===== src/rtl/pipeline_ctrl.sv =====
// Pipeline register sequencer for the 5-stage core: load enables, bubble flushes,
// data-memory wait/timeout tracking and saturating stall/flush statistics.
module pipeline_ctrl #(
  parameter int RW      = 5,
  parameter int TIMEOUT = 15,
  parameter int CNT_W   = 16
) (
  input  logic             clk,
  input  logic             rst,
  input  logic [RW-1:0]    id_rs1,
  input  logic [RW-1:0]    id_rs2,
  input  logic [RW-1:0]    ex_rd,
  input  logic             ex_mem_read,
  input  logic             ex_branch_taken,
  input  logic             mem_req,
  input  logic             mem_ready,
  output logic             pc_load,
  output logic             ifid_load,
  output logic             idex_load,
  output logic             exmem_load,
  output logic             memwb_load,
  output logic             ifid_flush,
  output logic             idex_flush,
  output logic             timeout,
  output logic [1:0]       state,
  output logic [CNT_W-1:0] stall_cnt,
  output logic [CNT_W-1:0] flush_cnt
);

  localparam int WW = $clog2(TIMEOUT + 2);

  typedef enum logic [1:0] {
    S_RUN      = 2'd0,
    S_MEM_WAIT = 2'd1,
    S_ERR      = 2'd2,
    S_BAD      = 2'd3
  } state_t;

  state_t           r_state, w_next;
  logic [WW-1:0]    r_wait_cnt, w_wait_nxt;
  logic             r_timeout;
  logic [CNT_W-1:0] r_stall_cnt, r_flush_cnt;

  logic w_mem_block, w_lu_hazard, w_active, w_freeze, w_stall, w_flush_ev;

  assign w_mem_block = mem_req & ~mem_ready;
  assign w_lu_hazard = ex_mem_read & (ex_rd != '0) & ((ex_rd == id_rs1) | (ex_rd == id_rs2));
  assign w_active    = (r_state == S_RUN) | (r_state == S_MEM_WAIT);
  assign w_freeze    = w_active & w_mem_block;
  // Branch flush outranks the load-use stall: the hazarding instruction is squashed anyway.
  assign w_flush_ev  = w_active & ~w_mem_block & ex_branch_taken;
  assign w_stall     = w_active & ~w_mem_block & ~ex_branch_taken & w_lu_hazard;

  // NOTE: sequential state uses non-blocking assignments so every register samples pre-edge values.
  always_ff @(posedge clk) begin
    if (rst) begin
      r_state     <= S_RUN;
      r_wait_cnt  <= '0;
      r_timeout   <= 1'b0;
      r_stall_cnt <= '0;
      r_flush_cnt <= '0;
    end else begin
      r_state    <= w_next;
      r_wait_cnt <= w_wait_nxt;
      r_timeout  <= r_timeout | (w_next == S_ERR);
      if ((w_freeze | w_stall) && (r_stall_cnt != '1))
        r_stall_cnt <= r_stall_cnt + CNT_W'(1);
      if (w_flush_ev && (r_flush_cnt != '1))
        r_flush_cnt <= r_flush_cnt + CNT_W'(1);
    end
  end

  // NOTE: every combinational output gets a default first so no latch is inferred.
  always_comb begin
    w_next     = r_state;
    w_wait_nxt = '0;
    case (r_state)
      S_RUN: begin
        if (w_freeze) begin
          w_next     = S_MEM_WAIT;
          w_wait_nxt = WW'(1);
        end
      end
      S_MEM_WAIT: begin
        if (!w_freeze) begin
          w_next = S_RUN;
        end else if (r_wait_cnt == WW'(TIMEOUT)) begin
          w_next = S_ERR;
        end else begin
          w_wait_nxt = r_wait_cnt + WW'(1);
        end
      end
      S_ERR:   w_next = S_ERR;
      default: w_next = S_RUN;
    endcase
  end

  always_comb begin
    pc_load    = 1'b0;
    ifid_load  = 1'b0;
    idex_load  = 1'b0;
    exmem_load = 1'b0;
    memwb_load = 1'b0;
    ifid_flush = 1'b0;
    idex_flush = 1'b0;
    if (rst || (r_state == S_ERR) || w_freeze) begin
      // everything held
    end else if (ex_branch_taken) begin
      {pc_load, ifid_load, idex_load, exmem_load, memwb_load} = '1;
      ifid_flush = 1'b1;
      idex_flush = 1'b1;
    end else if (w_lu_hazard) begin
      idex_load  = 1'b1;
      exmem_load = 1'b1;
      memwb_load = 1'b1;
      idex_flush = 1'b1;
    end else begin
      {pc_load, ifid_load, idex_load, exmem_load, memwb_load} = '1;
    end
  end

  assign timeout   = r_timeout;
  assign state     = r_state;
  assign stall_cnt = r_stall_cnt;
  assign flush_cnt = r_flush_cnt;

endmodule


===== config.mk =====
export PLATFORM = sky130hd
export DESIGN_NAME = pipeline_ctrl
export DESIGN_NICKNAME = d
export VERILOG_FILES = /design/src/rtl/pipeline_ctrl.sv
export SDC_FILE = /design/constraint.sdc
export NUM_CORES = 1
export LEC_CHECK = 0
export CAP_MARGIN = 25
export CORE_MARGIN = 2
export CORE_UTILIZATION = 47
export DETAILED_ROUTE_END_ITERATION = 12
export PLACE_DENSITY_LB_ADDON = 0.05
export SYNTH_ARGS = -nofsm -noshare
export SYNTH_HDL_FRONTEND = slang
export SYNTH_SLANG_ARGS = --single-unit
export TNS_END_PERCENT = 100

===== constraint.sdc =====
create_clock -name clk -period 2.4 [get_ports clk]
set_clock_uncertainty 0.05 [all_clocks]
set_input_delay 0.36 -clock clk [delete_from_list [all_inputs] [get_ports clk]]
set_output_delay 0.36 -clock clk [all_outputs]
set_load 0.1 [all_outputs]

==> impl_metrics.tcl <==
set metrics [dict create \
    totalWireLength_mm 4.92 \
    final_cell_mix "buf_4 (63), nor2_1 (23), a21oi_1 (21)" \
    synth_area_sq_um 2090 \
    critPathKind "in -> out" \
    overflow 0 \
    rsz0062_at_grt "false" \
    cts_num_sinks 40 \
    synthAdderAreaFrac_pct 1.79 \
    hold_viol 0 \
    postSynthCellCount 248 \
    synth_top_family_by_area "simple AND/OR/NAND/NOR gates" \
    area_growth_pct 48.8 \
    worstMarginPinSlew_ns 0.630 \
    die_x_um 70.8 \
    ant_nets 0 \
    relSlewSlack_pct 57.7 \
    yosys-mux-area-fraction_pct 0.956 \
    gp_congestion 0.817 \
    cp.arrival_ns 1.86 \
    vdd_ir_drop_max_mv 0.337 \
    status "completed" \
    row_count 24 \
    grt_pass1_vias 1901 \
    synth-xor-area-share_pct 9.20 \
    ys_seq_elements 40 \
    mostFrequentLayoutCell "buf_4" \
    final_util_pct 72.1 \
    grt_pass1_wl_mm 8.22 \
    grt_max_degree 29 \
    ys_seq_area_share_pct 38.2 \
    drive_above_1_share_pct 36.1 \
    yosys.area.top_type_share_pct 38.2 \
    worstSetupStartpointType "primary input" \
    wl_per_cell_um 12.7 \
    die_h_um 70.8 \
    min_period_over_period_pct 94.6 \
    r2r_start "flush_cnt[1]" \
    synth_compound_area_share_pct 16.3 \
    maxCapViolCount 0 \
    fill_cells 358 \
    antenna_cells 0 \
    setup_viol 0 \
    max_stage_delay_ns 0.55 \
    p_leak_uw 0.00119 \
    synthTopCellsByArea "dfxtp_1 (38%), xnor2_1 (7.9%), or3_1 (5.1%)" \
    ys_types 46 \
    min_period_ns 2.27 \
    syn_avg_cell_area_sq_um 8.45 \
    min_from "r_wait_cnt[4]" \
    synth_warnings 0 \
    dp_hpwl_mm 3.69 \
    yosysTopAreaCell "dfxtp_1" \
    syn_nets 272 \
    end_kind "primary output" \
    io_buffers 62 \
    required_ns 1.99 \
    multi_input_comb_area_sq_um 1240 \
    vias 2058 \
    cts_max_level 2 \
    drt_iter0_drc 55 \
    clock_latency_ns 0.29 \
    crit_path_start "ex_rd[2]" \
    synthFlopType "dfxtp_1" \
    crit_chain "dlygate4sd2_1, or4_4, o21ai_4, nor2b_4, a21boi_4, buf_12" \
    critPathTopFamily "simple AND/OR/NAND/NOR gates" \
    core_region_area_sq_um 4320 \
    ioPinCount 63 \
    initial_utilization_pct 48.4 \
    root_buffer "clkbuf_8" \
    cts.clk_slew.worst_paths_ns 0.07 \
    grt_antenna_before_repair 0 \
    crit_buf_inv 2 \
    powerDensity_nw_per_um2 473 \
    seq_area_sq_um 841 \
    routed_via_density 5.32 \
    crit_slowest_cell "or4_4" \
    clockBufferDepth 2 \
    post-route-drc-count 0 \
    crit_fanout 3 \
    fin_nets 358 \
    cts_made_buffers 5 \
    hold_class "reg -> reg" \
    synth-edff-count 0 \
    dp_cells 377 \
    dieArea_sq_um 5010 \
    final-max-slew-violation-count 0 \
    grt_usage_pct 20.3 \
    cts_tree "done" \
    synthArstFlopShare_pct 0 \
    fmax_mhz 441 \
    instances_no_fill 387 \
    drt-pass1-iter-count 4 \
    synth-simple-area-share_pct 27.2 \
]
timing repair:
action | in CTS | in global routing
pin swaps | 2 | 1
endpoints found under the setup margin | 5 | 3
gates resized for setup | 10 | 2
gates cloned | 0 | 0
hold buffers | 0 | 0
setup buffers | 2 | 0
report_power, final:
group | internal [uW] | total, uW | switching [uW]
Sequential | 669 | 676 | 6.70
Clock | 267 | 497 | 230
Combinational | 122 | 303 | 181
worst paths after layout:
path              endpoint  slack, ns  cells past startpoint
min          r_wait_cnt[4]       0.39                      2
max reg2reg   flush_cnt[1]       0.20                      7
min reg2reg  r_wait_cnt[4]       0.39                      2
max              ifid_load       0.13                      6
registers in the layout, summed over array words and instances (netlist names):
signal / cells
flush_cnt: 16
r_wait_cnt: 5
stall_cnt: 16
state: 2
timeout: 1
metrics by stage:
step           total power (uW)  hold WS [ns]  setup TNS (ns)  setup slack (ns)  instance area [sq um]
3_3_place_gp                989         0.368          -0.683            -0.127                   2970
4_1_cts                    1490         0.392               0            0.0261                   3110
5_1_grt                    1530         0.412               0            0.0223                   3120
6_report                   1480         0.387               0             0.130                   3120
2_1_floorplan               884         0.360           -1.71            -0.592                   2190
3_5_place_dp                991         0.380          -0.928            -0.202                   2970
synth_stat cells (3+ instances only):
| cell type | n |
|---|---|
| buf_4 | 3 |
| nor2_1 | 23 |
| ha_1 | 3 |
| o21ai_0 | 9 |
| inv_1 | 11 |
| and3_4 | 3 |
| or3_1 | 17 |
| xor2_1 | 3 |
| nand4_1 | 6 |
| o31ai_1 | 3 |
| nor2b_1 | 4 |
| clkbuf_1 | 4 |
| nand2_1 | 14 |
| nand3_1 | 11 |
| o21ai_1 | 8 |
| a21oi_1 | 21 |
| nor3_1 | 7 |
| xnor2_1 | 19 |
| and3_1 | 3 |
| nor4_1 | 4 |
| dfxtp_1 | 40 |
area by class of cell:
cell class,instances,area share [%]
multi-input combinational,185,39.7
sequential,40,27.0
timing repair buffer,91,26.7
clock buffer,7,3.13
tap,52,2.09
inverter,11,1.32
clock inverter,1,0.161
metal layers:
layer  GRT usage (%)  vias to the layer above  part of all wire, %
met5               0                        -                    0
met4            7.97                        0                 0.73
met3            6.41                        2                  6.8
met2            33.0                       54                   47
met1            25.0                      945                   46
li1                -                     1057                    -
cells by family (layout without fill, tap and decap cells):
kind of cell    count (synthesis)  count (layout)
mux                             2               2
compound gates                 55              55
xor+xnor                       22              22
flops                          40              40
simple gates                  103             103
fa+ha+maj                       3               3
buf+inv                        23             110
tightest hold or removal path, cell delays in order (launching register included):
cell	delay (ns)
dfxtp_1	0.31
nand2_1	0.06
nor2_1	0.03
(Power assumes the default switching activity.)
